===== config.mk =====
export PLATFORM = sky130hd
export DESIGN_NAME = fft_frame_sequencer
export DESIGN_NICKNAME = d
export VERILOG_FILES = /design/src/rtl/fft_frame_sequencer.sv
export SDC_FILE = /design/constraint.sdc
export NUM_CORES = 1
export LEC_CHECK = 0
export CAP_MARGIN = 20
export CELL_PAD_IN_SITES_DETAIL_PLACEMENT = 0
export CELL_PAD_IN_SITES_GLOBAL_PLACEMENT = 1
export CORE_MARGIN = 3
export CORE_UTILIZATION = 37
export DETAILED_ROUTE_END_ITERATION = 8
export PLACE_DENSITY_LB_ADDON = 0.08
export REMOVE_ABC_BUFFERS = 1
export SYNTH_ARGS = -nofsm -noshare
export SYNTH_HDL_FRONTEND = slang
export SYNTH_SLANG_ARGS = --single-unit

===== constraint.sdc =====
create_clock -name clk_in -period 4.25 [get_ports clk_in]
set_clock_uncertainty 0.05 [all_clocks]
set_input_delay 0.425 -clock clk_in [delete_from_list [all_inputs] [get_ports clk_in]]
set_output_delay 0.425 -clock clk_in [all_outputs]
set_load 0.005 [all_outputs]

===== src/rtl/fft_frame_sequencer.sv =====
// Streams NUM_FRAMES overlapping FRAME_LEN frames from the sample buffer into the FFT.
// Optional macro FFT_SEQ_ZERO_PAD_EN: zero-pad past len instead of wrapping the address.
module fft_frame_sequencer #(
  parameter int FRAME_LEN  = 2048,
  parameter int NUM_FRAMES = 4,
  parameter int ADDR_W     = 17,
  localparam int FW = (NUM_FRAMES > 1) ? $clog2(NUM_FRAMES) : 1
) (
  input  logic              clk_in,
  input  logic              rst_in_n,
  input  logic              start_in,
  input  logic [ADDR_W-1:0] length_in,
  output logic [ADDR_W-1:0] rd_addr_out,
  input  logic [7:0]        rd_data_in,
  output logic [31:0]       m_tdata_out,
  output logic              m_tvalid_out,
  output logic              m_tlast_out,
  input  logic              m_tready_in,
  input  logic              frame_ack_in,
  output logic [FW-1:0]     frame_idx_out,
  output logic              busy_out,
  output logic              done_out
);

  localparam int LOG_NF = $clog2(NUM_FRAMES);
  localparam int NW = (FRAME_LEN > 1) ? $clog2(FRAME_LEN) : 1;
  localparam logic [NW-1:0] LAST_N = NW'(FRAME_LEN - 1);
  localparam logic [FW-1:0] LAST_K = FW'(NUM_FRAMES - 1);
  localparam logic [NW-1:0] N_ONE = 1;
  localparam logic [FW-1:0] K_ONE = 1;
  localparam logic [ADDR_W:0] A_ONE = 1;

  typedef enum logic [1:0] {
    IDLE, PREFETCH, STREAM, WAIT_ACK
  } state_t;

  state_t state_q, state_d;
  logic start_q, start_d;
  logic done_q, done_d;
  logic [ADDR_W-1:0] len_q, len_d;
  logic [ADDR_W-1:0] hop_q, hop_d;
  logic [ADDR_W:0] base_q, base_d;
  logic [ADDR_W:0] a_q, a_d;
  logic [NW-1:0] n_q, n_d;
  logic [FW-1:0] k_q, k_d;

  logic [ADDR_W:0] len_x, a_inc, a_nxt, rd_x, rd_c;
  logic accept, adv, pad;
  logic unused_rd_msb;

  // Address datapath; BRAM sees the address of the sample shown next cycle.
  always_comb begin
    len_x  = {1'b0, len_q};
    a_inc  = a_q + A_ONE;
    accept = (state_q == STREAM) && m_tready_in;
    adv    = accept && (n_q != LAST_N);
`ifdef FFT_SEQ_ZERO_PAD_EN
    a_nxt = a_inc;
    pad   = (a_q >= len_x);
`else
    a_nxt = (a_inc >= len_x) ? '0 : a_inc;
    pad   = 1'b0;
`endif
    if (state_q == PREFETCH) rd_x = base_q;
    else if (adv)            rd_x = a_nxt;
    else                     rd_x = a_q;
`ifdef FFT_SEQ_ZERO_PAD_EN
    rd_c = (rd_x >= len_x) ? (len_x - A_ONE) : rd_x;
`else
    rd_c = rd_x;
`endif
  end

  assign unused_rd_msb = rd_c[ADDR_W];
  assign rd_addr_out   = (state_q == IDLE) ? '0 : rd_c[ADDR_W-1:0];
  assign m_tvalid_out  = (state_q == STREAM);
  assign m_tlast_out   = m_tvalid_out && (n_q == LAST_N);
  assign m_tdata_out   = (m_tvalid_out && !pad) ?
                         {16'h0, rd_data_in, 8'h00} : '0;
  assign frame_idx_out = k_q;
  assign busy_out      = (state_q != IDLE);
  assign done_out      = done_q;

  // Sequencer next-state: start latch, frame walk, beat count.
  always_comb begin
    state_d = state_q;
    start_d = 1'b0;
    done_d  = 1'b0;
    len_d   = len_q;
    hop_d   = hop_q;
    base_d  = base_q;
    a_d     = a_q;
    n_d     = n_q;
    k_d     = k_q;
    unique case (state_q)
      IDLE: begin
        if (start_q) begin
          state_d = PREFETCH;
          k_d     = '0;
          base_d  = '0;
        end else if (start_in) begin
          if (length_in != '0) begin
            start_d = 1'b1;
            len_d   = length_in;
            hop_d   = length_in >> LOG_NF;
          end else begin
            done_d = 1'b1;
          end
        end
      end
      PREFETCH: begin
        a_d     = base_q;
        n_d     = '0;
        state_d = STREAM;
      end
      STREAM: begin
        if (accept) begin
          if (n_q == LAST_N) begin
            state_d = WAIT_ACK;
          end else begin
            n_d = n_q + N_ONE;
            a_d = a_nxt;
          end
        end
      end
      WAIT_ACK: begin
        if (frame_ack_in) begin
          if (k_q == LAST_K) begin
            state_d = IDLE;
            done_d  = 1'b1;
          end else begin
            k_d     = k_q + K_ONE;
            base_d  = base_q + {1'b0, hop_q};
            state_d = PREFETCH;
          end
        end
      end
    endcase
  end

  // State and datapath registers.
  always_ff @(posedge clk_in or negedge rst_in_n) begin
    if (!rst_in_n) begin
      state_q <= IDLE;
      start_q <= 1'b0;
      done_q  <= 1'b0;
      len_q   <= '0;
      hop_q   <= '0;
      base_q  <= '0;
      a_q     <= '0;
      n_q     <= '0;
      k_q     <= '0;
    end else begin
      state_q <= state_d;
      start_q <= start_d;
      done_q  <= done_d;
      len_q   <= len_d;
      hop_q   <= hop_d;
      base_q  <= base_d;
      a_q     <= a_d;
      n_q     <= n_d;
      k_q     <= k_d;
    end
  end

endmodule


==> impl_summary.md <==
Finish
The area growth from synthesis to layout is 32.1%. The repair_antennas step left the layout with diodes totalling 0. The final core area utilization is 0.508. Summing all multi-input logic gate instances after layout gives 3630 um2. The share of final-layout standard cells stronger than drive strength 1 is 0.245. After filler insertion, the fill cell instance count of the layout stands at between 1,000 and 1,500. At the end of the flow, the number of nets in the layout was 816. The post-route cell area is slightly above 7000 um2. The register cell area after layout is 1750 um2. Once layout is complete, the cells apart from fillers number 928.

Logic synthesis
Ranked by total cell area, the synthesized netlist is headed by dfrtp_1 (32%), ha_1 (9.2%), o21ai_0 (5.4%). Of all flip-flops after synthesis, the portion carrying an async set or reset was 1.00. The synthesis warning total is 0. Synthesis produced around 640 cells. The share of synthesized area in the top cell type comes to 0.322. The per-instance average area after synthesis is 8.54 um2. The number of enable flip-flop cells after synthesis is 0. By count the netlist is led by nand2_1 (71), dfrtp_1 (70), o21ai_0 (59). Counting flops and latches in the post-synthesis netlist gives 70. The most numerous cell in the Yosys netlist is nand2_1. The primary flip-flop cell chosen by synthesis mapping is dfrtp_1. The unique cell type count in the Yosys netlist is 72. The synthesized design spends more area on one cell type than any other, namely dfrtp_1. The share of the Yosys chip area taken by registers is 0.322. The total standard cell area after synthesis is around 5400 um2.

STA
Setup repair after global routing could not meet its margin everywhere. Final hold analysis gives a worst-case slack of roughly 8 ps. For the pin with the worst max-slew slack, the measured transition is about 820 ps. The number of hold violations in the final report came to 0. In this run the tightest slew margin relative to its limit is 0.455. Setup violations remaining at the end of the flow were counted as 14.

The number of max-slew violations in the final report is 0. The fraction of the cycle the final worst path needs is 1.05. The minimum period implied by the final worst setup slack is 4450 ps. Derived from the worst setup path, the maximum achievable clock frequency is around 220 MHz. The post-layout worst setup margin is -199 ps. Adding up every negative setup slack in the final design gives -1550 ps.

Power and ir drop
Across the VDD grid, the largest voltage drop is 203 uV. For this design the ratio of total power to cell area is roughly 290 nW/um2. The design draws approximately 2.1 mW. The leakage component of the power is 3.28 nW.

Run
The number of max-cap violations is 0.

Setup path
The worst setup path is captured at a primary output. The startpoint type of the worst setup path is a flop. The signal arrival time at the worst endpoint is 3970 ps. The maximum single-stage delay on the critical path is between 400 and 500 ps.

The capture point of the worst reg-to-reg path is a_q[8]. The register-to-register setup slack is between 200 and 250 ps. The beginning of the worst register-to-register path is a_q[0]. The class of the most critical setup path is reg -> out. The depth of the worst register-to-register path is 17. Along the worst path, the maximum fanout reaches 4. The largest individual stage delay along the critical path comes from the cell or3_4. At the worst endpoint, the required time is roughly 3800 ps.

The critical path goes through ha_4 -> nand3_4 -> or3_4 -> or3_4 -> nand2b_4 -> ha_4 -> o21a_1 -> o2bb2ai_4 -> a2111oi_4 -> a211o_1 -> nor3_4 -> buf_12 -> buf_4 -> nand2b_1 -> a221oi_1 -> buf_2.

Clock network
For this design, the CTS-stage hold fixing added 0 buffers. The buffer levels on the longest clock path is 2. At the later pin of the worst-skew pair, clock insertion delay measures 350 ps. In this run, CTS created clock tree buffers numbering 9. Clock-pin slew was measured on the worst setup and hold paths at 60 ps.

Clock tree synthesis found a total of 70 sinks. The CTS H-tree depth is 3. The CTS tree is built. The clock root buffer master is clkbuf_16.

Die
The starting density of the core is 0.385. The top-level I/O count is 85. The y dimension of the die is 127 um. The total die area is roughly 16,000 um2. The x dimension of the die is 127 um.

After floorplanning, the core was divided into 43 placement rows. The floorplan core area is 14,100 um2.

Global route
The largest net degree at the start of global routing is 36. The met3 demand-to-capacity share in global routing is 0.0523. The first-pass GRT wire length is 26,500 um. The via count of the first global-routing pass is between 4,000 and 5,000. The layer flagged by global routing as most heavily used is met2.

The global-route total usage across every layer is 0.209. The met1 usage in global routing is 0.284. The number of antenna violations at the first check in global routing is 0. Summed over all layers, the global routing overflow is 0. In the global route stage, met2 resource usage came out at 0.337.

Placed design
The placed cell count is between 800 and 900. The placed instances occupy a cell area of between 6000 and 7000 um2. The count of input and output buffers is 60. The detailed placer's ending HPWL is 12,100 um. The final weighted congestion in routability-driven placement is slightly below 0.9. The worst setup timing slack at the placement stage is -363 ps.

Routing
The DRC violations left is 0. For this block, the routed nets add up to about 17,000 um of wire. The detail-routed via count per cell is 5.44.

In the final routed layout, each cell accounts on average for between 15 and 20 um. The DRC violation total after the first TritonRoute iteration is 338. The number of nets with antenna violations after detailed routing is 0. The via count is around 5,000.

The first-pass iteration count of the detailed router is 5.

Min path
In this run the worst hold path is classified as in -> async.

Outcome
The checks that failed: setup timing. The flow ran to the end, but the final reports show violations.
-- worst max-delay path: cells and delay by family, from the launching register on --
kind                       cells  cell delay (ps)
AOI/OAI and AO/OA              5             1100
and+or+nand+nor                6             1310
adders and majority gates      2              370
DFF                            1              400
buffers and inverters          3              450
-- per-layer routing --
| metal | vias up | part of all wire |
|---|---|---|
| li1 | 2454 | - |
| met1 | 2398 | 0.46 |
| met2 | 175 | 0.46 |
| met3 | 21 | 0.061 |
| met4 | 0 | 0.017 |
| met5 | - | 0 |
-- repair_timing --
action | in CTS | in global routing
resized for setup | 113 | 36
setup endpoints to repair | 17 | 17
pin swaps | 27 | 34
buffers inserted | 16 | 7
-- state kept, by name (all words and copies together), names as in the netlist --
signal         count
a_q               18
base_q            18
len_q             17
n_q               11
frame_idx_out      2
state_q            2
done_out           1
start_q            1
-- cell families after synthesis --
family,after synthesis,synth area share
muxes,5,0.0101
and+or+nand+nor,224,0.214
adders and majority gates,41,0.0957
AOI/OAI and AO/OA,174,0.217
DFF,70,0.322
other,1,0.000689
buffers and inverters,93,0.0883
xor gates and xnor gates,29,0.0529
-- cell type report --
cell class                 instances  area share
multi-input combinational        497       0.505
sequential                        70       0.244
timing repair buffer             135       0.164
clock buffer                       9      0.0313
tap                              180      0.0313
inverter                          32      0.0167
clock inverter                     5     0.00731
-- cells in the final DEF (no fill, tap or decap), types with 7 or more instances in the layout --
| master | count |
|---|---|
| dfrtp_1 | 69 |
| a21oi_1 | 19 |
| nor2_1 | 36 |
| buf_4 | 58 |
| clkbuf_16 | 9 |
| a31oi_1 | 9 |
| nand4_1 | 9 |
| nor3_1 | 17 |
| ha_1 | 34 |
| buf_2 | 17 |
| a22o_1 | 13 |
| conb_1 | 24 |
| and2_1 | 12 |
| xnor2_1 | 16 |
| and3_1 | 7 |
| nand2_1 | 69 |
| inv_1 | 31 |
| nand3_1 | 16 |
| o21ai_0 | 51 |
| a21o_1 | 8 |
| clkdlybuf4s50_1 | 42 |
| xor2_1 | 10 |
| buf_6 | 11 |
-- power by group --
| group | total (mW) | switching [mW] | internal [mW] |
|---|---|---|---|
| Combinational | 0.549 | 0.270 | 0.279 |
| Sequential | 0.773 | 0.0574 | 0.716 |
| Clock | 0.737 | 0.293 | 0.444 |
-- worst max path at each step --
stage / start / end / slack (ps) / depth (start not counted)
after floorplan: a_q[0] / rd_addr_out[1] / -3 / 15
after global placement: a_q[0] / rd_addr_out[6] / -230 / 18
after detailed placement: a_q[0] / rd_addr_out[10] / -360 / 18
after CTS: a_q[0] / rd_addr_out[13] / -110 / 16
after global routing: a_q[0] / rd_addr_out[13] / -360 / 16
final: a_q[0] / rd_addr_out[0] / -200 / 16
(Power assumes the default switching activity.)
